`src/rtl/amber128_ifetch_buffer.sv`:
```
// rtl/amber128_ifetch_buffer.sv - sequential bundle prefetch buffer with redirect flush for the amber128 IMEM port
module amber128_ifetch_buffer #(
  parameter int unsigned DEPTH        = 2,
  parameter int unsigned BUNDLE_BYTES = 16
) (
  input  logic          clk_i,
  input  logic          rst_i,
  input  logic          clk_en_i,
  input  logic [63:0]   core_addr_i,
  output logic [127:0]  core_data_o,
  output logic          core_valid_o,
  output logic          core_err_o,
  output logic          redirect_o,
  output logic          mem_req_o,
  output logic [63:0]   mem_addr_o,
  input  logic          mem_gnt_i,
  input  logic          mem_rvalid_i,
  input  logic [127:0]  mem_rdata_i,
  input  logic          mem_err_i
);

  localparam int unsigned OFF_W = $clog2(BUNDLE_BYTES);
  localparam int unsigned TAG_W = 64 - OFF_W;
  localparam int unsigned PTR_W = $clog2(DEPTH);
  localparam int unsigned CNT_W = PTR_W + 1;

  // FIFO storage: one tag/data/error triple per entry
  logic [TAG_W-1:0] tag_q  [DEPTH];
  logic [127:0]     data_q [DEPTH];
  logic [DEPTH-1:0] err_q;

  logic [PTR_W-1:0] rd_ptr_q, wr_ptr_q;
  logic [CNT_W-1:0] count_q;
  logic [TAG_W-1:0] fetch_tag_q;
  logic [TAG_W-1:0] req_tag_q;
  logic             outstanding_q;
  logic             discard_q;
  logic             halt_q;

  logic [TAG_W-1:0] core_tag;
  logic [TAG_W-1:0] head_tag;
  logic [TAG_W-1:0] exp_tag;
  logic             not_empty;
  logic             mismatch;
  logic             resp;
  logic             pending_push;
  logic             pop;
  logic             grant;
  logic [CNT_W:0]   occupancy;
  logic             unused_addr_bits;

  assign core_tag         = core_addr_i[63:OFF_W];
  assign unused_addr_bits = ^core_addr_i[OFF_W-1:0];
  assign head_tag         = tag_q[rd_ptr_q];
  assign not_empty        = (count_q != '0);

  // Address the core is expected to ask for next; anything else (other than head+1) is a redirect
  always_comb begin
    exp_tag = fetch_tag_q;
    if (not_empty) begin
      exp_tag = head_tag;
    end else if (outstanding_q && !discard_q) begin
      exp_tag = req_tag_q;
    end
  end

  assign mismatch     = (core_tag != exp_tag) &&
                        !(not_empty && (core_tag == exp_tag + TAG_W'(1)));
  assign resp         = mem_rvalid_i && outstanding_q;
  assign pending_push = resp && !discard_q;
  assign pop          = not_empty && (core_tag == head_tag + TAG_W'(1));
  assign occupancy    = {1'b0, count_q} + {{CNT_W{1'b0}}, pending_push};

  assign mem_req_o    = !rst_i && !outstanding_q && !halt_q && !mismatch &&
                        (occupancy < (CNT_W+1)'(DEPTH));
  assign mem_addr_o   = {fetch_tag_q, {OFF_W{1'b0}}};
  assign grant        = mem_req_o && mem_gnt_i;

  assign redirect_o   = mismatch && clk_en_i && !rst_i;
  assign core_valid_o = not_empty && (head_tag == core_tag);
  assign core_err_o   = core_valid_o && err_q[rd_ptr_q];
  assign core_data_o  = data_q[rd_ptr_q];

  // Pointer, occupancy, request and flush state
  always_ff @(posedge clk_i) begin
    if (rst_i) begin
      rd_ptr_q      <= '0;
      wr_ptr_q      <= '0;
      count_q       <= '0;
      fetch_tag_q   <= '0;
      req_tag_q     <= '0;
      outstanding_q <= 1'b0;
      discard_q     <= 1'b0;
      halt_q        <= 1'b0;
    end else if (clk_en_i) begin
      if (mismatch) begin
        // Flush: a response landing now is consumed and dropped, a later one is squashed
        rd_ptr_q      <= '0;
        wr_ptr_q      <= '0;
        count_q       <= '0;
        fetch_tag_q   <= core_tag;
        halt_q        <= 1'b0;
        outstanding_q <= outstanding_q && !mem_rvalid_i;
        discard_q     <= outstanding_q && !mem_rvalid_i;
      end else begin
        if (grant) begin
          outstanding_q <= 1'b1;
          req_tag_q     <= fetch_tag_q;
          fetch_tag_q   <= fetch_tag_q + TAG_W'(1);
        end
        if (resp) begin
          outstanding_q <= 1'b0;
          discard_q     <= 1'b0;
          if (!discard_q && mem_err_i) begin
            halt_q <= 1'b1;
          end
        end
        if (pending_push) begin
          wr_ptr_q <= wr_ptr_q + PTR_W'(1);
        end
        if (pop) begin
          rd_ptr_q <= rd_ptr_q + PTR_W'(1);
        end
        if (pending_push && !pop) begin
          count_q <= count_q + CNT_W'(1);
        end else if (pop && !pending_push) begin
          count_q <= count_q - CNT_W'(1);
        end
      end
    end
  end

  // Entry write on an accepted, non-squashed response
  always_ff @(posedge clk_i) begin
    if (rst_i) begin
      for (int i = 0; i < int'(DEPTH); i++) begin
        tag_q[i]  <= '0;
        data_q[i] <= '0;
      end
      err_q <= '0;
    end else if (clk_en_i && !mismatch && pending_push) begin
      tag_q[wr_ptr_q]  <= req_tag_q;
      data_q[wr_ptr_q] <= mem_rdata_i;
      err_q[wr_ptr_q]  <= mem_err_i;
    end
  end

endmodule

```
`config.mk`:
```
export PLATFORM = sky130hd
export DESIGN_NAME = amber128_ifetch_buffer
export DESIGN_NICKNAME = d
export VERILOG_FILES = /design/src/rtl/amber128_ifetch_buffer.sv
export SDC_FILE = /design/constraint.sdc
export NUM_CORES = 1
export LEC_CHECK = 0
export CAP_MARGIN = 20
export CORE_MARGIN = 4
export CORE_UTILIZATION = 61
export CTS_CLUSTER_DIAMETER = 200
export DETAILED_ROUTE_END_ITERATION = 8
export PLACE_DENSITY = 0.9
export SLEW_MARGIN = 20
export SYNTH_ARGS = -nofsm -noshare
export SYNTH_HDL_FRONTEND = slang
export SYNTH_SLANG_ARGS = --single-unit
```
`constraint.sdc`:
```
create_clock -name clk_i -period 21.9 [get_ports clk_i]
set_input_delay 3.285 -clock clk_i [delete_from_list [all_inputs] [get_ports clk_i]]
set_output_delay 3.285 -clock clk_i [all_outputs]
set_load 0.05 [all_outputs]
```
Word-level counts from Yosys, hierarchy flattened
Memories as Yosys holds them, arrays and structs flattened. A register that Yosys moved wholly into a read port is not among the register bits.
Index checks and enable logic that the tools add are counted.
{ "classes": {"n_addsub": 8, "n_lt_le_gt_ge": 4, "eq_ne": 4, "muxes": 39, "bitwise": 1, "reduce_logical": 49} }
{ "op_table": {"columns": ["operator", "n"], "rows": [
  ["$mux 60", 5],
  ["$add 60x1->60 const B", 3],
  ["$eq 60x60->1", 3],
  ["$mux 128", 1],
  ["$reduce_or 128->1", 1],
  ["$ne 60x60->1", 1],
  ["$reduce_or 60->1", 1],
  ["$mux 1", 28],
  ["$logic_and 1x1->1", 22],
  ["$reduce_and 2->1", 6],
  ["$reduce_bool 2->1", 6],
  ["$logic_not 1->1", 9],
  ["$mux 2", 3],
  ["$reduce_and 3->1", 2],
  ["$reduce_bool 3->1", 2],
  ["$lt 1x2->1 const B", 2],
  ["$add 2x1->3", 1],
  ["$lt 3x2->1 const B", 1],
  ["$add 1x1->1 const B", 2],
  ["$add 2x1->2 const B", 1],
  ["$bwmux 2", 1],
  ["$sub 2x1->2 const B", 1],
  ["$demux 1 s1", 1],
  ["$ge 1x1->1 const B", 1],
  ["$not 1->1", 1]
]} }
{ "totals": {"ff_bits": 129, "ramBits": 376, "out_inout_bits": 196, "elab_cells": 116, "memories": 2} }
{ "mem_list": {"columns": ["memory", "depth", "word_bits", "read_ports", "rd_ports_with_merged_regs", "write_ports", "line_no", "source"], "rows": [
  ["data_q", 2, 128, 1, 1, 2, "29", "logic [127:0] data_q [DEPTH];"],
  ["tag_q", 2, 60, 1, 1, 2, "28", "logic [TAG_W-1:0] tag_q [DEPTH];"]
]} }

Longest topological paths before layout
{ "logic_depth": {"word_depth": 17, "mapped_depth": 27} }

Worst setup path before layout
Ideal clock, no wire load.
{ "synth_path": {"path_kind": "input to register", "start": "in core_addr_i[25]", "end": "mem data_q[0][0] (enable)", "setup_ps": 555, "arrival_ps": 9928, "t_required_ps": 21345, "path_slack_ps": 11416, "path_stages": 12, "path_cell_list": "nor3b_1 a2111oi_0 and3_1 o2111a_1 o22ai_1 nor4b_1 nand4bb_1 nor4b_4 a21oi_2 clkbuf_1 or3_1 nand2_1"} }
{ "synth_lines": {"columns": ["item", "line_no", "source"], "rows": [
  ["start, declared", "9", "input logic [63:0] core_addr_i,"],
  ["end, declared", "29", null]
]} }

Worst setup path after layout
{ "layout_path": {"start": "in core_addr_i[41]", "end": "out mem_req_o"} }
{ "layout_between": {"elab_chain_len": 7, "word_cells_on_any_way": 8, "classes_between": "2 x eq/ne; 6 x reduce/logical"} }
{ "layout_rtl": {"columns": ["item", "line_no", "source"], "rows": [
  ["$eq 60x60->1", "68", "!(not_empty && (core_tag == exp_tag + TAG_W'(1)));"],
  ["$logic_and 1x1->1", "68", null],
  ["$logic_not 1->1", "68", null],
  ["$logic_and 1x1->1 *", "67", "assign mismatch = (core_tag != exp_tag) &&"],
  ["$logic_not 1->1 *", "74", "assign mem_req_o = !rst_i && !outstanding_q && !halt_q && !mismatch &&"],
  ["$logic_and 1x1->1 * (2 in a row)", "74", null],
  ["end, declared", "14", "output logic mem_req_o,"]
]} }
Every way passes the cells marked *; elsewhere a longest branch is shown, timed or not.

==> results.yml <==
die:
  floorplan.die_area_mm2: 0.0555
  initial_core_util_pct: 61.6
  die_w_um: 236
  io-pin-count: 394
  core_region_area_mm2: 0.0513
  std_cell_rows: 83
  die_height_um: 236
synth:
  synth_cells: 3229
  synth_seq_area_share_pct: 44.0
  syn-mean-instance-area_um2: 9.78
  netlist_area_mm2: 0.0316
  yosys.cell_types.count: 91
  synth.ff_latch_count: 506
  ys.warnings.count: 0
  synth_ff_type: "sky130_fd_sc_hd__edfxtp_1"
  synth.top_cells.by_area: "sky130_fd_sc_hd__edfxtp_1 36%, sky130_fd_sc_hd__dfxtp_1 8.2%, sky130_fd_sc_hd__and2_1 8.0%, sky130_fd_sc_hd__mux2_2 5.4%, sky130_fd_sc_hd__mux2i_1 3.8%"
  synth_common_cells: "402 x sky130_fd_sc_hd__and2_1, 376 x sky130_fd_sc_hd__edfxtp_1, 292 x sky130_fd_sc_hd__nand2_1, 183 x sky130_fd_sc_hd__nand3_1, 151 x sky130_fd_sc_hd__mux2_2"
  synth_enable_flop_cells: 376
  yosys.area.top_type_share_pct: 35.8
  yosys.area.top_type: "sky130_fd_sc_hd__edfxtp_1"
  yosysMostFrequentCell: "sky130_fd_sc_hd__and2_1"
  asyncSetResetFlopFracSynth_pct: 0
job:
  timing.max_cap.violations: 0
route:
  detail-route-antenna-nets: 0
  wl_per_cell_um: 28.9
  detail_route.vias_per_cell: 6.90
  drc: 0
  drt-pass1-iter-count: 8
  via_count: 29052
  routed_wl_um: 122000
  drt_first_iter_violations: 4559
power:
  power.static_leakage_uw: 0.0124
  power_uw: 2400
  power_density_mw_per_mm2: 64.3
  maximum_vdd_ir_drop_mv: 0.0714
placement:
  gp_congestion: 1.06
  place.port_buffers: 385
  sum_of_net_half_perimeters_after_detailed_placement_um: 86200
  post-place-cells: 4109
layout:
  syn_to_final_growth_pct: 18.2
  final.fill_count: 3677
  multi_input_comb_area_mm2: 0.0164
  fin_cells: 4209
  final_net_count: 3685
  final_layout_size_suffix_gt1_share_pct: 9.87
  layout.area.seq_mm2: 0.0139
clock_network:
  clock_tree.htree_level_count: 2
  number_of_buffers_inserted_during_clock_tree_synthesis: 53
  cts.reportedPaths.clkPinSlew_ps: 60
  worst_skew_pair.late_latency_ps: 670
  cts_setup_buffers: 0
  cts_root_buf: "sky130_fd_sc_hd__clkbuf_16"
  cts_hold_buf: 0
  clock_path_buffers: 3
  cts_tree: "yes"
  cts_sinks: 506
  postCtsResizedCells: 0
global_routing:
  antenna_violations_before_repair: 4
  grt.overflow.total: 0
  first_global_vias: 27599
  grt_max_degree: 112
  grt_use_total_pct: 41.7
  wire_length_of_the_first_global_routing_pass_um: 177000
timing:
  fin_worst_skew_ps: 60.6
  maxSlewHeadroom_pct: 22.7
  finalSetupViolCount: 0
  final.setup.tns_ps: 0
  fin_worst_hold_slack_ps: 466
  timing_worst_slew_pin_value_ps: 1150
  grt_setup_unrepaired: "false"
  report.final.hold_viol_count: 0
  final_max_slew_viol_count: 0
  fin_crit_sh_pct: 52.9
  finalWorstPathRequiredPeriod_ps: 11580
  fmax_mhz: 86.3
worst_hold_path:
  worstHoldPathType: "reg -> reg"
setup_path:
  critPathLaunchType: "primary input"
  worst_ep_arrival_time_ps: 8300
  worst_setup_path_end_kind: "primary output"
  regToRegSetupSlack_ps: 13310
  cp.required_ps: 18620
  crit_fanout: 61
  timing_worst_setup_path_type: "in -> out"
run_status:
  outcome: "finished, final reports clean"
layout make-up:
type	count	area share [%]
multi-input cells	2460	44.0
flip-flops and latches	506	37.2
repair buffers	441	11.4
clock buffers	67	3.78
well taps	680	2.28
clock inverters	29	0.972
inverters	22	0.225
diodes	4	0.0268
placed cells by master (no fill, tap or decap), types with 16 or more instances in the layout:
cell type                           n
sky130_fd_sc_hd__xnor2_1          115
sky130_fd_sc_hd__mux2_2           151
sky130_fd_sc_hd__nand4b_1          25
sky130_fd_sc_hd__nand3b_1          31
sky130_fd_sc_hd__clkdlybuf4s50_1  383
sky130_fd_sc_hd__dfxtp_1          129
sky130_fd_sc_hd__nor2_1           130
sky130_fd_sc_hd__clkbuf_16         53
sky130_fd_sc_hd__a21oi_1           94
sky130_fd_sc_hd__nor3b_1           17
sky130_fd_sc_hd__inv_1             20
sky130_fd_sc_hd__o21ai_0          140
sky130_fd_sc_hd__nand3_1          183
sky130_fd_sc_hd__edfxtp_1         376
sky130_fd_sc_hd__a31oi_1           43
sky130_fd_sc_hd__nor4b_1           16
sky130_fd_sc_hd__and3_1            50
sky130_fd_sc_hd__nor3_1            81
sky130_fd_sc_hd__buf_4             57
sky130_fd_sc_hd__mux2i_1          120
sky130_fd_sc_hd__nor4_1            60
sky130_fd_sc_hd__o311ai_0          21
sky130_fd_sc_hd__nand4_1           79
sky130_fd_sc_hd__a31o_2            22
sky130_fd_sc_hd__and2_1           402
sky130_fd_sc_hd__nand2_1          290
sky130_fd_sc_hd__xor2_1            71
sky130_fd_sc_hd__a22oi_1           18
sky130_fd_sc_hd__a211oi_1          28
path summary, 6_finish.rpt:
| check | from | to | cells past startpoint |
|---|---|---|---|
| setup / recovery | core_addr_i[41] | mem_req_o | 10 |
| hold / removal | err_q[1] | err_q[1] | 2 |
| setup reg to reg | count_q[0] | data_q[1][66] | 14 |
| hold reg to reg | err_q[1] | err_q[1] | 2 |
critical path, stage by stage:
cell and delay (ps):
sky130_fd_sc_hd__clkdlybuf4s50_1 700, sky130_fd_sc_hd__xnor2_1 860, sky130_fd_sc_hd__a21oi_1 200, sky130_fd_sc_hd__a21oi_1 360, sky130_fd_sc_hd__nor4b_1 310, sky130_fd_sc_hd__nand4bb_1 320
sky130_fd_sc_hd__nor4b_4 500, sky130_fd_sc_hd__a21o_4 680, sky130_fd_sc_hd__and3_1 260, sky130_fd_sc_hd__clkdlybuf4s50_1 810
stage by stage:
| step | setup slack [ps] | instance area [um2] | utilization, % |
|---|---|---|---|
| final | 10320 | 37300 | 72.7 |
| after global routing | 10350 | 37300 | 72.7 |
| after CTS | 10540 | 37300 | 72.7 |
| after floorplan | 11420 | 31600 | - |
| after global placement | 10540 | 35500 | 69.3 |
| after detailed placement | 10570 | 35500 | 69.3 |
power breakdown:
| part | leakage, uW | total [uW] | switching [uW] | internal [uW] |
|---|---|---|---|---|
| clock network | 0.000845 | 933 | 405 | 529 |
| logic | 0.00694 | 359 | 233 | 125 |
| registers | 0.00463 | 1110 | 36.9 | 1070 |
| total | 0.0124 | 2400 | 675 | 1720 |
layer usage:
| layer | part of all wire, % | GRT usage [%] | vias to the layer above |
|---|---|---|---|
| li1 | - | - | 12512 |
| met1 | 35 | 52.1 | 13789 |
| met2 | 46 | 66.3 | 2189 |
| met3 | 11 | 9.99 | 562 |
| met4 | 8.0 | 24.2 | 0 |
| met5 | 0 | 0 | - |
kinds of logic (layout without fill, tap and decap cells):
| kind of cell | count (synthesis) | after routing | synth area share, % |
|---|---|---|---|
| adders and majority gates | 3 | 3 | 0.119 |
| buffers and inverters | 266 | 559 | 4.19 |
| and+or+nand+nor | 1458 | 1458 | 25.8 |
| other | 1 | 8 | 0.0119 |
| DFF | 506 | 506 | 44.0 |
| xor gates and xnor gates | 186 | 186 | 5.16 |
| muxes | 271 | 271 | 9.19 |
| AOI/OAI and AO/OA | 538 | 538 | 11.6 |
registers in the layout, indices dropped and copies added, names as in the netlist, named ones only:
| name | cells |
|---|---|
| outstanding_q | 1 |
| fetch_tag_q | 60 |
| tag_q | 120 |
| count_q | 2 |
| err_q | 2 |
| rd_ptr_q | 1 |
| halt_q | 1 |
| data_q | 256 |
| req_tag_q | 60 |
| wr_ptr_q | 1 |
| discard_q | 1 |
(Power assumes the default switching activity.)
